## src/rtl/seg_to_hex_capture_if.sv

```systemverilog
// rtl/seg_to_hex_capture_if.sv - display snoop bus and frame result bundle for seg_to_hex_capture
interface seg_to_hex_capture_if #(
    parameter int NUM_DIGITS = 4
);
    logic                    sample_en;
    logic [6:0]              seg_in;
    logic [NUM_DIGITS-1:0]   an_in;
    logic [4*NUM_DIGITS-1:0] value;
    logic [NUM_DIGITS-1:0]   digit_err;
    logic                    frame_valid;
    logic                    timeout;

    modport master (
        output sample_en, seg_in, an_in,
        input  value, digit_err, frame_valid, timeout
    );

    modport slave (
        input  sample_en, seg_in, an_in,
        output value, digit_err, frame_valid, timeout
    );
endinterface

```

## src/rtl/seg_to_hex_capture.sv

```systemverilog
// rtl/seg_to_hex_capture.sv - recovers hex digits from a multiplexed active-low 7-segment bus
// Optional frame timeout enabled by defining SEG_TIMEOUT_EN.
module seg_to_hex_capture #(
    parameter int NUM_DIGITS      = 4,
    parameter int STABLE_CYCLES   = 4,
    parameter int TIMEOUT_SAMPLES = 1024
) (
    input  logic                 clk,
    input  logic                 reset,
    seg_to_hex_capture_if.slave  bus
);
    localparam int IDX_W = (NUM_DIGITS > 1) ? $clog2(NUM_DIGITS) : 1;
    localparam logic [NUM_DIGITS-1:0] ONE = NUM_DIGITS'(1);

    logic [NUM_DIGITS-1:0]   seen;
    logic [NUM_DIGITS-1:0]   shadow_err;
    logic [4*NUM_DIGITS-1:0] shadow;
    logic [3:0]              stab_cnt;
    logic [NUM_DIGITS-1:0]   last_an;
    logic [6:0]              last_seg;
    logic                    frame_pend;

    logic [NUM_DIGITS-1:0]   an_low;
    logic                    selected;
    logic                    same;
    logic                    accept;
    logic [IDX_W-1:0]        idx;
    logic [3:0]              nib;
    logic                    bad;
    logic                    timeout_hit;
    logic [NUM_DIGITS-1:0]   seen_next;

    // Returns {undecodable, nibble}; patterns are g..a, active-low.
    function automatic logic [4:0] decode(input logic [6:0] p);
        case (p)
            7'h40:   decode = 5'h00;
            7'h79:   decode = 5'h01;
            7'h24:   decode = 5'h02;
            7'h30:   decode = 5'h03;
            7'h19:   decode = 5'h04;
            7'h12:   decode = 5'h05;
            7'h02:   decode = 5'h06;
            7'h78:   decode = 5'h07;
            7'h00:   decode = 5'h08;
            7'h18:   decode = 5'h09;
            7'h08:   decode = 5'h0A;
            7'h03:   decode = 5'h0B;
            7'h46:   decode = 5'h0C;
            7'h21:   decode = 5'h0D;
            7'h06:   decode = 5'h0E;
            7'h0E:   decode = 5'h0F;
            default: decode = 5'h10;
        endcase
    endfunction

`ifdef SEG_TIMEOUT_EN
    localparam int TW = $clog2(TIMEOUT_SAMPLES + 1);
    logic [TW-1:0] tcnt;
`endif

    always_comb begin
        an_low   = ~bus.an_in;
        selected = (an_low != '0) && ((an_low & (an_low - ONE)) == '0);
        idx      = '0;
        for (int i = 0; i < NUM_DIGITS; i++) begin
            if (an_low[i]) idx = IDX_W'(i);
        end
        same     = ({bus.an_in, bus.seg_in} == {last_an, last_seg});
        accept   = bus.sample_en && selected && same && (stab_cnt == 4'(STABLE_CYCLES - 1));
        {bad, nib} = decode(bus.seg_in);
`ifdef SEG_TIMEOUT_EN
        timeout_hit = !frame_pend && bus.sample_en && (seen != '0) &&
                      (tcnt == TW'(TIMEOUT_SAMPLES - 1));
`else
        timeout_hit = 1'b0;
`endif
        // An accept on the frame-complete or timeout edge seeds the next frame.
        seen_next = ((frame_pend || timeout_hit) ? '0 : seen) |
                    (accept ? (ONE << idx) : '0);
    end

    always_ff @(posedge clk) begin
        if (reset) begin
            seen            <= '0;
            shadow          <= '0;
            shadow_err      <= '0;
            stab_cnt        <= '0;
            last_an         <= '1;
            last_seg        <= 7'h7F;
            frame_pend      <= 1'b0;
            bus.value       <= '0;
            bus.digit_err   <= '0;
            bus.frame_valid <= 1'b0;
        end else begin
            bus.frame_valid <= 1'b0;
            if (frame_pend) begin
                bus.value       <= shadow;
                bus.digit_err   <= shadow_err;
                bus.frame_valid <= 1'b1;
            end
            frame_pend <= accept && (&seen_next);
            seen       <= seen_next;
            if (bus.sample_en) begin
                last_an  <= bus.an_in;
                last_seg <= bus.seg_in;
                if (!selected)
                    stab_cnt <= '0;
                else if (same) begin
                    if (stab_cnt != 4'(STABLE_CYCLES)) stab_cnt <= stab_cnt + 4'd1;
                end else
                    stab_cnt <= 4'd1;
            end
            if (accept) begin
                shadow[int'(idx)*4 +: 4] <= nib;
                shadow_err[idx]          <= bad;
            end
        end
    end

`ifdef SEG_TIMEOUT_EN
    always_ff @(posedge clk) begin
        if (reset) begin
            tcnt        <= '0;
            bus.timeout <= 1'b0;
        end else begin
            bus.timeout <= timeout_hit;
            if (frame_pend || timeout_hit)
                tcnt <= '0;
            else if (bus.sample_en && (seen != '0))
                tcnt <= tcnt + TW'(1);
        end
    end
`else
    assign bus.timeout = 1'b0;
`endif

endmodule
```

## src/flat_wrapper.sv

```systemverilog
// flat-port wrapper written by rule: the top's interface ports become plain ports
module seg_to_hex_capture_flat 
#(
    parameter int NUM_DIGITS      = 4,
    parameter int STABLE_CYCLES   = 4,
    parameter int TIMEOUT_SAMPLES = 1024
)
  (clk, reset, bus_sample_en, bus_seg_in, bus_an_in, bus_value, bus_digit_err, bus_frame_valid, bus_timeout);
  seg_to_hex_capture_if #(.NUM_DIGITS(NUM_DIGITS)) bus_i ();
  input  logic clk;
  input  logic reset;
  input wire logic [$bits(bus_i.sample_en)-1:0] bus_sample_en;
  input wire logic [$bits(bus_i.seg_in)-1:0] bus_seg_in;
  input wire logic [$bits(bus_i.an_in)-1:0] bus_an_in;
  output wire logic [$bits(bus_i.value)-1:0] bus_value;
  output wire logic [$bits(bus_i.digit_err)-1:0] bus_digit_err;
  output wire logic [$bits(bus_i.frame_valid)-1:0] bus_frame_valid;
  output wire logic [$bits(bus_i.timeout)-1:0] bus_timeout;
  assign bus_i.sample_en = bus_sample_en;
  assign bus_i.seg_in = bus_seg_in;
  assign bus_i.an_in = bus_an_in;
  assign bus_value = bus_i.value;
  assign bus_digit_err = bus_i.digit_err;
  assign bus_frame_valid = bus_i.frame_valid;
  assign bus_timeout = bus_i.timeout;
  seg_to_hex_capture #(.NUM_DIGITS(NUM_DIGITS), .STABLE_CYCLES(STABLE_CYCLES), .TIMEOUT_SAMPLES(TIMEOUT_SAMPLES)) u_core (.clk(clk), .reset(reset), .bus(bus_i));
endmodule
```

## config.mk

```make
export PLATFORM = sky130hd
export DESIGN_NAME = seg_to_hex_capture_flat
export DESIGN_NICKNAME = d
export VERILOG_FILES = /design/src/rtl/seg_to_hex_capture_if.sv /design/src/rtl/seg_to_hex_capture.sv /design/src/flat_wrapper.sv
export SDC_FILE = /design/constraint.sdc
export NUM_CORES = 1
export LEC_CHECK = 0
export BUFFER_PORTS_ARGS = -buffer_cell sky130_fd_sc_hd__buf_2
export CORE_MARGIN = 10
export CORE_UTILIZATION = 35
export DETAILED_ROUTE_END_ITERATION = 12
export GPL_ROUTABILITY_DRIVEN = 0
export GPL_TIMING_DRIVEN = 0
export PLACE_DENSITY = 0.53
export SLEW_MARGIN = 20
export SYNTH_ARGS = -nofsm -noshare
export SYNTH_HDL_FRONTEND = slang
export SYNTH_SLANG_ARGS = --single-unit
```

## constraint.sdc

```tcl
create_clock -name clk -period 2 [get_ports clk]
set_clock_uncertainty 0.15 [all_clocks]
set_input_delay 0 -clock clk [delete_from_list [all_inputs] [get_ports clk]]
set_output_delay 0 -clock clk [all_outputs]
set_load 0.02 [all_outputs]
```

==> impl_metrics.ini <==
[timing]
holdWs_ps = 16.17
worstMarginPinSlew_ps = 795.5
hold_violations = 0
finalSetupViolCount = 0
fin_tns_setup_ps = 0
finalCritPeriodShare_pct = 97.99
fin_crit_ps = 1960
fmax_mhz = 510.2
max_slew_margin_pct = 46.13
rsz0062_at_grt = true
slew_violations = 0

[layout]
final_cell_mix = 59 x dfxtp_1, 38 x buf_2, 35 x mux2i_1
nets = 436
syn_to_final_growth_pct = 27.34
num_antenna_cells = 0
drive_above_1_share_pct = 26.56
final_common_cell = dfxtp_1

[placement]
dpl.hpwl_um = 5571
port_buffers = 30

[cts]
clock_latency_ps = 340
cts_max_level = 3
path_clk_slew_ps = 70
cts_tree = yes
cts-root-buf = clkbuf_8
cts_sinks = 61
cts-buffers-inserted = 9
clockBufferDepth = 2

[synth]
syn_inst = 352
seq_area_frac_synth_pct = 38.79
synthTopCellsByArea = dfxtp_1 39%, mux2i_1 11%, nand2_1 4.2%, ha_1 3.6%, nor2_1 3.5%
synth-compound-area-share_pct = 13.08
synth_edf_count = 0
synth_top_family_by_area = simple AND/OR/NAND/NOR gates
synth-async-reset-ratio_pct = 0
synth_nets = 375
post-synth-top-area-fraction_pct = 38.79
synth_cell_types = 61
synthXorXnorAreaFrac_pct = 3.895
syn_area_um2 = 3148
synth_top_area_cell = dfxtp_1
synth_top_flop_cell = dfxtp_1
synth_simple_gate_area_share_pct = 23.49
synthAdderAreaFrac_pct = 3.577
ys_seq_elements = 61
muxShareOfSynthArea_pct = 11.13
synth_area_per_cell_um2 = 8.943
yosys_warnings = 0

[routing]
drt-total-wl_um = 7994
drtAntennaViolNets = 0
drtIter0Drc = 96
drc = 0
wl_per_cell_um = 15.20
viasPerCell = 5.196
drt_pass1_iterations = 4
num_vias = 2733

[die]
fp-row-count = 34
die_w_um = 114.8
initial_core_util_pct = 36.10
die-area_um2 = 13190
core_um2 = 8721
fp.dieH_um = 114.8
ios = 36

[setup_path]
worstSetupPathType = register to register
r2r_slack_ps = 40
cp-end-kind = register
cp_max_fo = 5
cp_data_required_time_ps = 2080
arrival_ps = 2040
critical_path.startpoint_type = register

[status]
status = complete, no violations

[global_route]
grt_pass1_wl_um = 13630
track_usage_pct = 12.59
use_met2_pct = 18.99
gr-max-usage-layer = met2
grt_use_met1_pct = 16.25
overflow = 0
grt_max_degree = 12
antenna_found_initial = 0
met3_usage_pct = 3.073
grt_pass1_vias = 2784

[run]
cap_violations = 0

[pwr]
vdd_drop_max_uv = 423.9
power_per_cell_area_nw_per_um2 = 686.2
p_leak_uw = 0.001620

[min_path]
hp-class = primary input to register
## synthesized netlist by cell type (all sizes together) (2+ instances only)
library cell  count
a41o              2
or2               2
a2111oi           3
ha                9
o32ai             2
or3b              2
mux2i            35
and3              5
nor2             29
a31o              3
o2111ai           3
xor2              3
xnor2            11
nor3              6
dfxtp            61
and4              3
a211o             3
clkbuf           12
nor2b             4
a211oi            3
o21ai            12
nand2            36
nand3b            4
nand2b            4
a31oi             2
nand3            11
nor4b             3
and2              3
a21oi            11
o22ai             2
buf              15
inv              14
and4b             2
nand4            10
nand4b            4
nor4              4
## metal layers
metal  share of wire, %  wire length [µm]
met3                4.6               370
met5                  0                 0
met4                1.5               118
met2                 46              3703
met1                 48              3801
## flip-flops by register name (all words and copies together) (netlist names)
name	flops
u_core.bus.value	16
u_core.shadow	16
u_core.last_seg	7
u_core.bus.digit_err	4
u_core.last_an	4
u_core.seen	4
u_core.shadow_err	4
u_core.stab_cnt	4
u_core.bus.frame_valid	1
u_core.frame_pend	1
## power by group
part / switching, µW / internal [µW]
Clock: 506 / 733
Sequential: 11.3 / 1230
Combinational: 169 / 105
Total: 686 / 2060
## cell families after synthesis
family / Yosys count
XOR/XNOR: 14
multiplexers: 35
other: 1
adder cells (fa/ha/maj): 9
AO/OA/AOI/OAI: 55
AND/OR/NAND/NOR: 135
flip-flops: 61
buffers and inverters: 42
## worst paths after layout
path,from,end,cells after the start
max,u_core.last_seg[3],u_core.shadow[5],8
min,bus_sample_en,u_core.stab_cnt[1],4
max reg2reg,u_core.last_seg[3],u_core.shadow[5],8
min reg2reg,u_core.shadow[0],u_core.shadow[0],2
## critical path, stage by stage, from the launching register on
cell,delay (ps)
dfxtp_1,320
xnor2_1,170
nand4_2,240
nor4_4,340
buf_6,160
buf_6,100
buf_8,120
a21oi_4,50
a31o_2,200
## final cells by class
type                            instances  area [µm²]
Clock buffer                           10       137.6
Fill cell                             846        4712
Buffer                                 26       135.1
Inverter                               15       56.30
Sequential cell                        61        1229
Timing Repair Buffer                   51       371.6
Multi-Input combinational cell        249        1858
Tap cell                              108       135.1
Clock inverter                          6       86.33
## metrics by stage
stage	worst slack (ps)	instances	util, %	power (µW)	instance area, µm²
after CTS	-73.93	526	45.14	2770	3936
final	40.11	526	45.97	2751	4009
after detailed placement	-115.9	490	39.37	1515	3433
after global routing	-57.44	526	45.97	2864	4009
after floorplan	192.6	352	-	1445	3148
after global placement	-87.28	490	39.37	1512	3433
## timing repair
action / in CTS / in global routing
hold endpoints to repair: 9 / 0
setup endpoints to repair: 21 / 31
setup buffers: 14 / 2
pin swaps: 12 / 9
hold buffers: 5 / 0
gates cloned: 2 / 0
resized for setup: 32 / 15
Note: power is estimated with default switching activity, not from simulation.
